[src/rtl/dec2to4_seq.sv]
// dec2to4_seq: sequential 2-to-4 one-hot decoder with valid/ready intake.
// An accepted code drives its one-hot line on Y for HOLD cycles, then Y is
// cleared and done pulses for one cycle. Dropping en aborts a hold silently.
// Optional feature macro: DEC_HITCNT_EN adds saturating per-line accept
// counters on hit_cnt; without it hit_cnt is tied to zero.
module dec2to4_seq #(
  parameter int HOLD = 4,
  parameter int CW   = 8
) (
  input  logic          clk,
  input  logic          rst,
  input  logic          en,
  input  logic          in_valid,
  output logic          in_ready,
  input  logic [1:0]    code,
  output logic [3:0]    Y,
  output logic          busy,
  output logic          done,
  output logic [4*CW-1:0] hit_cnt
);

  typedef enum logic {IDLE, ACTIVE} state_t;

  // HOLD=0 is illegal; load 0 rather than letting HOLD-1 wrap to 255.
  localparam logic [7:0] HOLD_M1 = (HOLD < 1) ? 8'd0 : 8'(HOLD - 1);

  state_t     state_q;
  logic [7:0] cnt_q;
  logic [3:0] y_q;
  logic       done_q;
  logic [3:0] y_d;
  logic       accept;

  assign in_ready = (state_q == IDLE) & en & ~rst;
  assign accept   = in_valid & in_ready;

  // One-hot image of the presented code, captured only on accept.
  always_comb begin
    y_d = 4'b0001 << code;
  end

  // Decoder FSM: accept, count down the hold, then clear with done or abort.
  always_ff @(posedge clk) begin
    if (rst) begin
      state_q <= IDLE;
      cnt_q   <= 8'd0;
      y_q     <= 4'b0000;
      done_q  <= 1'b0;
    end else begin
      done_q <= 1'b0;
      case (state_q)
        IDLE: begin
          if (accept) begin
            y_q     <= y_d;
            cnt_q   <= HOLD_M1;
            state_q <= ACTIVE;
          end
        end
        ACTIVE: begin
          if (!en) begin
            // Abort beats a coincident terminal count: no done pulse.
            y_q     <= 4'b0000;
            cnt_q   <= 8'd0;
            state_q <= IDLE;
          end else if (cnt_q != 8'd0) begin
            cnt_q <= cnt_q - 8'd1;
          end else begin
            y_q     <= 4'b0000;
            done_q  <= 1'b1;
            state_q <= IDLE;
          end
        end
        default: begin
          y_q     <= 4'b0000;
          cnt_q   <= 8'd0;
          state_q <= IDLE;
        end
      endcase
    end
  end

  assign Y    = y_q;
  assign busy = (state_q == ACTIVE);
  assign done = done_q;

`ifdef DEC_HITCNT_EN
  logic [CW-1:0] hit_q [4];

  for (genvar i = 0; i < 4; i++) begin : g_hit
    // Saturating count of accepts that selected line i.
    always_ff @(posedge clk) begin
      if (rst) begin
        hit_q[i] <= '0;
      end else if (accept && (code == 2'(i)) && !(&hit_q[i])) begin
        hit_q[i] <= hit_q[i] + CW'(1);
      end
    end
    assign hit_cnt[i*CW +: CW] = hit_q[i];
  end
`else
  assign hit_cnt = '0;
`endif

  // A zero hold length is a configuration error.
  a_hold_legal: assert property (@(posedge clk) HOLD != 0);

  // Y may only ever carry a single line or nothing.
  a_y_onehot0: assert property (@(posedge clk) disable iff (rst) $onehot0(y_q));

endmodule

[config.mk]
export PLATFORM = sky130hd
export DESIGN_NAME = dec2to4_seq
export DESIGN_NICKNAME = d
export VERILOG_FILES = /design/src/rtl/dec2to4_seq.sv
export SDC_FILE = /design/constraint.sdc
export NUM_CORES = 1
export LEC_CHECK = 0
export ABC_AREA = 0
export CAP_MARGIN = 40
export CORE_ASPECT_RATIO = 1.5
export CORE_MARGIN = 2
export CORE_UTILIZATION = 43
export DETAILED_ROUTE_END_ITERATION = 8
export MAX_ROUTING_LAYER = met4
export PLACE_DENSITY = 0.83
export REMOVE_ABC_BUFFERS = 1
export SYNTH_ARGS = -nofsm -noshare
export SYNTH_HDL_FRONTEND = slang
export SYNTH_SLANG_ARGS = --single-unit
[constraint.sdc]
create_clock -name clk -period 3.78 [get_ports clk]
set_input_delay 0.756 -clock clk [delete_from_list [all_inputs] [get_ports clk]]
set_output_delay 0.756 -clock clk [all_outputs]
set_load 0.02 [all_outputs]
# [Word-level counts from Yosys, hierarchy flattened]
# Index checks and enable logic that the tools add are counted.
[totals] memories=0 word_cells=32 mem_bits_ro=0 mem_bits_rw=0 latch_bits=0 input_bits=6 ff_bits=14
[op_classes] n_mul=0 n_reduce_logical=4 magnitude_cmp=0 eq_ne=3 bitwise_logic=6 mux=13 n_addsub=1 shifts=1 n_div=0
[op_table] cell="8-bit 2-to-1 mux" n=3
[op_table] cell="8-bit one-hot mux with 2 select lines" n=1
[op_table] cell="4-bit 2-to-1 mux" n=3
[op_table] cell="4-bit one-hot mux with 2 select lines" n=1
[op_table] cell="8-bit nonzero test" n=1
[op_table] cell="8-bit by 1-bit subtractor with 8-bit output, second input constant" n=1
[op_table] cell="1-bit 2-to-1 mux" n=4
[op_table] cell="2-bit AND reduction" n=2
[op_table] cell="1-bit by 2-bit left shift with 4-bit output, first input constant" n=1
[op_table] cell="1-bit bitwise AND" n=3
[op_table] cell="3-bit by 2-bit != test with 1-bit output, second input constant" n=1
[op_table] cell="3-bit != test, second input constant" n=1
[op_table] cell="1-bit NOT" n=3
[op_table] cell="3-bit OR reduction" n=1
[op_table] cell="2-bit != test, second input constant" n=1
[op_table] cell="1-bit one-hot mux with 2 select lines" n=1

# [Longest topological paths before layout]
# Gate-level depths: netlist (run 1).
[logic_depth] ltp_word=6 ltp_mapped=6

# [Least setup slack after synthesis (run 1)]
# OpenSTA, ideal clock, no wires.
[synth_timing] kind="input to output" startpoint="input port rst" endpoint="output port in_ready" slack_ns=1.808 arrival_ns=1.216 stages=2 path_buffers=0 cell_sequence="nand2b_1 > nor2_1"
[synth_between] elab_chain_cells=2
[synth_rtl] item="start: declaration" line="11" rtl="input logic rst,"
[synth_rtl] item="1-bit NOT" line="34" rtl="assign in_ready = (state_q == IDLE) & en & ~rst;"
[synth_rtl] item="1-bit bitwise AND" line="34"
[synth_rtl] item="end: declaration" line="14" rtl="output logic in_ready,"
# No other way between the ends.

# [Final worst setup path (run 1)]
# Ends and elaborated chain as after synthesis.

==> results.toml, run 1 <==
[status]
status = "completed"

[global_routing]
antenna_found_initial = 0
grt-busiest-layer = "met2"
met3_usage_pct = 2.02
use_met2_pct = 24.2
globalRouteTotalUtil_pct = 13.3
grtUsageMet1_pct = 13.0
grt_pass1_vias = 618
grt_max_degree = 14
grt_pass1_wl_mm = 2.54
grt-ovfl-total = 0

[yosys]
syn_inst = 115
ys_ff_latch = 14
synthesis.area_um2 = 957
syn_area_per_cell_um2 = 8.32
synth.largest_area_cell = "dfxtp_1"
synth.top_cell.area_share_pct = 29.3
ys_warn_count = 0
netlist-cell-type-count = 33
yosysSeqAreaShare_pct = 29.3
synth_area_leaders = "dfxtp_1, buf_4, a21oi_1"

[power_and_ir_drop]
p_int_uw = 252
ir_worst_vdd_mv = 0.198
pwr_density_cell_nw_per_um2 = 381
pwr-share-comb_pct = 28.2
p_leak_uw = 0.000432
seqPwrFrac_pct = 43.4
p_switching_uw = 130
sw_frac_of_total_pct = 34.1
clockPowerShare_pct = 28.4

[timing]
rsz0062_at_grt = "false"
clock_skew_ns = 0.00110
maxSlewViolCount = 0
relSlewSlack_pct = 65.8
setup-violations-final = 0
tightest_slew_ns = 0.507
period_minus_slack_ns = 2.98
min_period_over_period_pct = 79.0
max_freq_mhz = 335
fin_setup_tns_ns = 0
hold_violations = 0

[clocking]
clk_latency_ns = 0.28
clk_pin_slew_ns = 0.09
cts_hold_buf = 0
htreeDepth = 1
cts_resized = 0
cts_sinks = 14
cts_setup_buffers = 0
clk_path_buf_depth = 2
cts_root_buf = "clkbuf_4"
cts_tree = "yes"
cts_buffers = 3

[final_layout]
area_growth_pct = 4.71
final_area_um2 = 1000
fin_nets = 137
drive_above_1_share_pct = 7.81
diodes = 0

[floorplanning]
die_h_um = 61.8
fp.dieW_um = 42.5
start_util_pct = 46.1
io_pins = 45
core_area_um2 = 2080
rows = 20
dieArea_um2 = 2630

[drt]
vias = 727
vias_per_cell = 4.85
ant_nets = 0
drt_iter0_drc = 17
drt_drc_violations_left = 0
wl_per_cell_um = 10.9
dr.pass1.iters = 4
wl_mm = 1.63

[setup_path]
worst-path-buf-inv = 2
crit_fanout = 8
endpoint_kind = "output pin"
critical_path_class = "primary input to output pin"
slowest_delay_ns = 0.61
cp_cell_sequence = "clkdlybuf4s50_1, nand2b_1, nor2_1, clkdlybuf4s50_1"
crit_slowest_cell = "clkdlybuf4s50_1"
crit_required_ns = 3.02
crit_family = "buffers and inverters"
critPathLaunchType = "primary input"
critPathArrivalTime_ns = 2.23
crit_top_cell = "clkdlybuf4s50_1"

[placed_design]
post_dp_cell_area_um2 = 966
place.gp.congestion = 0.784
dp_hpwl_mm = 1.31
port-buffer-count = 12

[job]
drv_cap = 0

[worst_hold_path]
hold_path_class = "register to register"
==> synth_stat cells <==
master      n
nor3_1      5
and3b_1     2
nor2_1      5
o21ai_0     5
ha_1        2
dfxtp_1    14
o211ai_1    2
nor2b_1     1
or4_4       1
a31oi_1     1
nand2b_1    2
or3_2       1
or3b_2      1
mux2i_1     1
nor3_4      1
o21bai_1    1
nand2_1     7
or4_1       2
a22o_1      2
clkbuf_1    1
or3_1       3
inv_1       4
buf_6       1
a32o_1      2
o2111ai_1   1
a311o_1     1
a21oi_1     9
conb_1      1
nor4_1      1
or2_4       1
or2_2       1
buf_4      32
o31ai_1     1
==> through the flow <==
step	setup WS, ns	utilization (%)	power, uW	cells	hold slack (ns)
floorplan	1.81	-	251	112	0.454
finish	0.796	48.3	382	150	0.487
global placement	0.824	46.5	274	146	0.460
CTS	0.794	48.3	384	150	0.492
global route	0.693	48.3	403	150	0.508
detailed placement	0.817	46.5	276	146	0.466
==> worst register-to-register path, stage by stage, from the launching register on <==
cell     delay [ns]
dfxtp_1        0.57
and3b_1        0.26
or3_1          0.44
or4_1          0.53
nand2_1        0.07
==> flip-flops by register name (all words and copies together) (netlist names) <==
| register | cells |
|---|---|
| cnt_q | 8 |
| done | 1 |
| Y | 4 |
| busy | 1 |
==> placed cells by master (no fill, tap or decap), drive strengths merged, types with 2 or more instances in the layout <==
cell type,count
a21oi,9
a22o,2
a32o,2
and3b,2
clkbuf,4
clkdlybuf4s50,12
conb,32
dfxtp,14
ha,2
inv,4
nand2,7
nand2b,2
nor2,5
nor3,6
o211ai,2
o21ai,5
or2,2
or3,4
or4,3
==> path summary, 6_finish.rpt <==
| check | from | to | slack, ns | depth (start not counted) |
|---|---|---|---|---|
| min reg2reg | cnt_q[7] | cnt_q[7] | 0.49 | 2 |
| min | cnt_q[7] | cnt_q[7] | 0.49 | 2 |
| max reg2reg | busy | cnt_q[3] | 1.86 | 4 |
| max | rst | in_ready | 0.80 | 4 |
==> cells by family (layout without fill, tap and decap cells) <==
| family | Yosys count | count (layout) | share of synthesized area [%] |
|---|---|---|---|
| AOI/OAI and AO/OA | 25 | 25 | 17.0 |
| DFF | 14 | 14 | 29.3 |
| adders and majority gates | 2 | 2 | 2.61 |
| muxes | 1 | 1 | 1.05 |
| and+or+nand+nor | 34 | 34 | 21.4 |
| buffers and inverters | 38 | 20 | 28.2 |
| other | 1 | 32 | 0.392 |
==> per-layer routing <==
metal / share of wire [%] / wire (um)
met5: 0 / 0
met1: 36 / 592
met2: 58 / 941
met3: 5.0 / 82
met4: 0.86 / 14
==> cell type report <==
type                    count  area, um2
clock buffers               4       36.3
well taps                  22       27.5
flip-flops and latches     14        280
fillers                   215       1070
multi-input cells          94        523
repair buffers             12        120
inverters                   4       15.0
==> power groups by stage <==
stage	Sequential, uW	Combinational, uW	Clock [uW]
6_report	166	108	108
5_1_grt	167	119	117
4_1_cts	166	107	111
3_5_place_dp	169	107	0
3_3_place_gp	168	105	0
2_1_floorplan	169	82.0	0
Note: power is estimated with default switching activity, not from simulation.
==> inputs of run 2 (changes only) <==
--- a/config.mk
+++ b/config.mk
@@ -9,10 +9,10 @@
 export CAP_MARGIN = 40
 export CORE_ASPECT_RATIO = 1.5
 export CORE_MARGIN = 2
-export CORE_UTILIZATION = 43
+export CORE_UTILIZATION = 40
 export DETAILED_ROUTE_END_ITERATION = 8
 export MAX_ROUTING_LAYER = met4
-export PLACE_DENSITY = 0.83
+export PLACE_DENSITY = 0.78
 export REMOVE_ABC_BUFFERS = 1
 export SYNTH_ARGS = -nofsm -noshare
 export SYNTH_HDL_FRONTEND = slang
==> constraint.sdc (replaced) <==
create_clock -name clk -period 2.9 [get_ports clk]
set_input_delay 0.58 -clock clk [delete_from_list [all_inputs] [get_ports clk]]
set_output_delay 0.58 -clock clk [all_outputs]
set_load 0.02 [all_outputs]
==> results.toml, run 2 (synthesis gave the netlist of run 1 again) <==
[clocking]
htreeDepth = 1
cts_root_buf = "clkbuf_4"
cts_tree = "yes"
cts_buffers = 3
cts_setup_buffers = 0
clk_pin_slew_ns = 0.08
clk_path_buf_depth = 2
clk_latency_ns = 0.29
cts_resized = 0
cts_sinks = 14
cts_hold_buf = 0

[power_and_ir_drop]
p_leak_uw = 0.000432
ir_worst_vdd_mv = 0.271
pwr_density_cell_nw_per_um2 = 498

[final_layout]
final_area_um2 = 1000
layout_common_cells = "conb_1, dfxtp_1, clkdlybuf4s50_1"
area_growth_pct = 4.84
fin_nets = 137
diodes = 0
fillers = 242
largest_reg_flops = 8
drive_above_1_share_pct = 7.81
final_util_pct = 44.4
regMostFlops = "cnt_q"
final_common_cell = "conb_1"
final_cells = 151

[timing]
maxSlewViolCount = 0
finalWorstSetupSlack_ns = 0.254
min_period_over_period_pct = 91.3
rsz0062_at_grt = "false"
tightest_slew_ns = 0.529
hold_violations = 0
clock_skew_ns = 0.0120
fin_setup_tns_ns = 0
max_freq_mhz = 378
setup-violations-final = 0
relSlewSlack_pct = 64.4
period_minus_slack_ns = 2.65

[setup_path]
crit_required_ns = 2.32
timing.rr.end = "cnt_q[1]"
reg2reg_from = "cnt_q[0]"
crit_fanout = 8
worstRegToRegCells = 6
crit_top_cell = "clkdlybuf4s50_1"
r2r_setup_slack_ns = 0.98
endpoint_kind = "output pin"
slowest_delay_ns = 0.61
worst-path-buf-inv = 2
cp_cell_sequence = "clkdlybuf4s50_1, nand2b_1, nor2_1, clkdlybuf4s50_1"
critPathLaunchType = "primary input"
critPathArrivalTime_ns = 2.07
crit_family = "buffers and inverters"
critical_path_class = "primary input to output pin"
crit_slowest_cell = "clkdlybuf4s50_1"

[global_routing]
grtUsageMet1_pct = 12.8
grt-busiest-layer = "met2"
grt_pass1_vias = 689
globalRouteTotalUtil_pct = 12.9
use_met2_pct = 24.4
met3_usage_pct = 2.54
grt_max_degree = 14
grt-ovfl-total = 0
antenna_found_initial = 0
grt_pass1_wl_mm = 2.77

[drt]
drt_iter0_drc = 9
vias_per_cell = 5.03
wl_mm = 1.68
dr.pass1.iters = 4
drt_drc_violations_left = 0
vias = 759
ant_nets = 0
wl_per_cell_um = 11.1

[worst_hold_path]
worstHoldStart = "Y[3]"
hold_path_class = "register to register"
hold_end = "Y[3]"
hold_depth = 1

[placed_design]
dp_hpwl_mm = 1.40
port-buffer-count = 12
post_dp_cell_area_um2 = 967
place.gp.congestion = 0.836
dp_slack_ns = 0.251
dp.cells = 147

[status]
status = "completed"

[floorplanning]
fp.dieW_um = 43.9
io_pins = 45
die_h_um = 63.9
rows = 21
core_area_um2 = 2260
dieArea_um2 = 2810
start_util_pct = 42.4

[job]
drv_cap = 0
[run 2: cell counts in the layout (fill, tap and decap cells not counted)]
No cell type changed its count.
[run 2: worst register-to-register path, delay by kind of cell (launching register included)]
| kind | cells | cell delay, ns |
|---|---|---|
| AND/OR/NAND/NOR | 2 | 0.80 |
| AO/OA/AOI/OAI | 2 | 0.46 |
| flip-flops | 1 | 0.37 |
| adder cells (fa/ha/maj) | 1 | 0.14 |
| buffers and inverters | 1 | 0.09 |
[run 2: where the power goes]
part	internal (uW)	leakage, uW	switching [uW]
logic	47.8	0.000297	93.9
clock network	76.4	0.0000210	66.0
registers	204	0.000114	12.0
[run 2: worst max-delay path by stage]
stage	startpoint	to	cells past startpoint
CTS	rst	in_ready	4
detailed placement	rst	in_ready	4
floorplan	busy	cnt_q[3]	4
finish	rst	in_ready	4
global placement	rst	in_ready	4
global route	rst	in_ready	4
[run 2: final cells by class]
type                       instances  area [um2]  share of cell area (%)
multi-input combinational         94         523                    52.1
sequential                        14         280                    27.9
timing repair buffer              12         120                    12.0
clock buffer                       4        36.3                    3.62
tap                               23        28.8                    2.87
inverter                           4        15.0                    1.50
[run 2: metrics by stage]
step / power (uW) / hold WS (ns)
2_1_floorplan: 327 / 0.454
3_3_place_gp: 357 / 0.454
3_5_place_dp: 361 / 0.460
4_1_cts: 502 / 0.478
5_1_grt: 526 / 0.506
6_report: 500 / 0.475
[run 2: routing by layer]
layer	wire length, um	up-vias
met4	9	0
met1	596	360
met5	0	-
met3	80	2
li1	-	370
met2	997	27
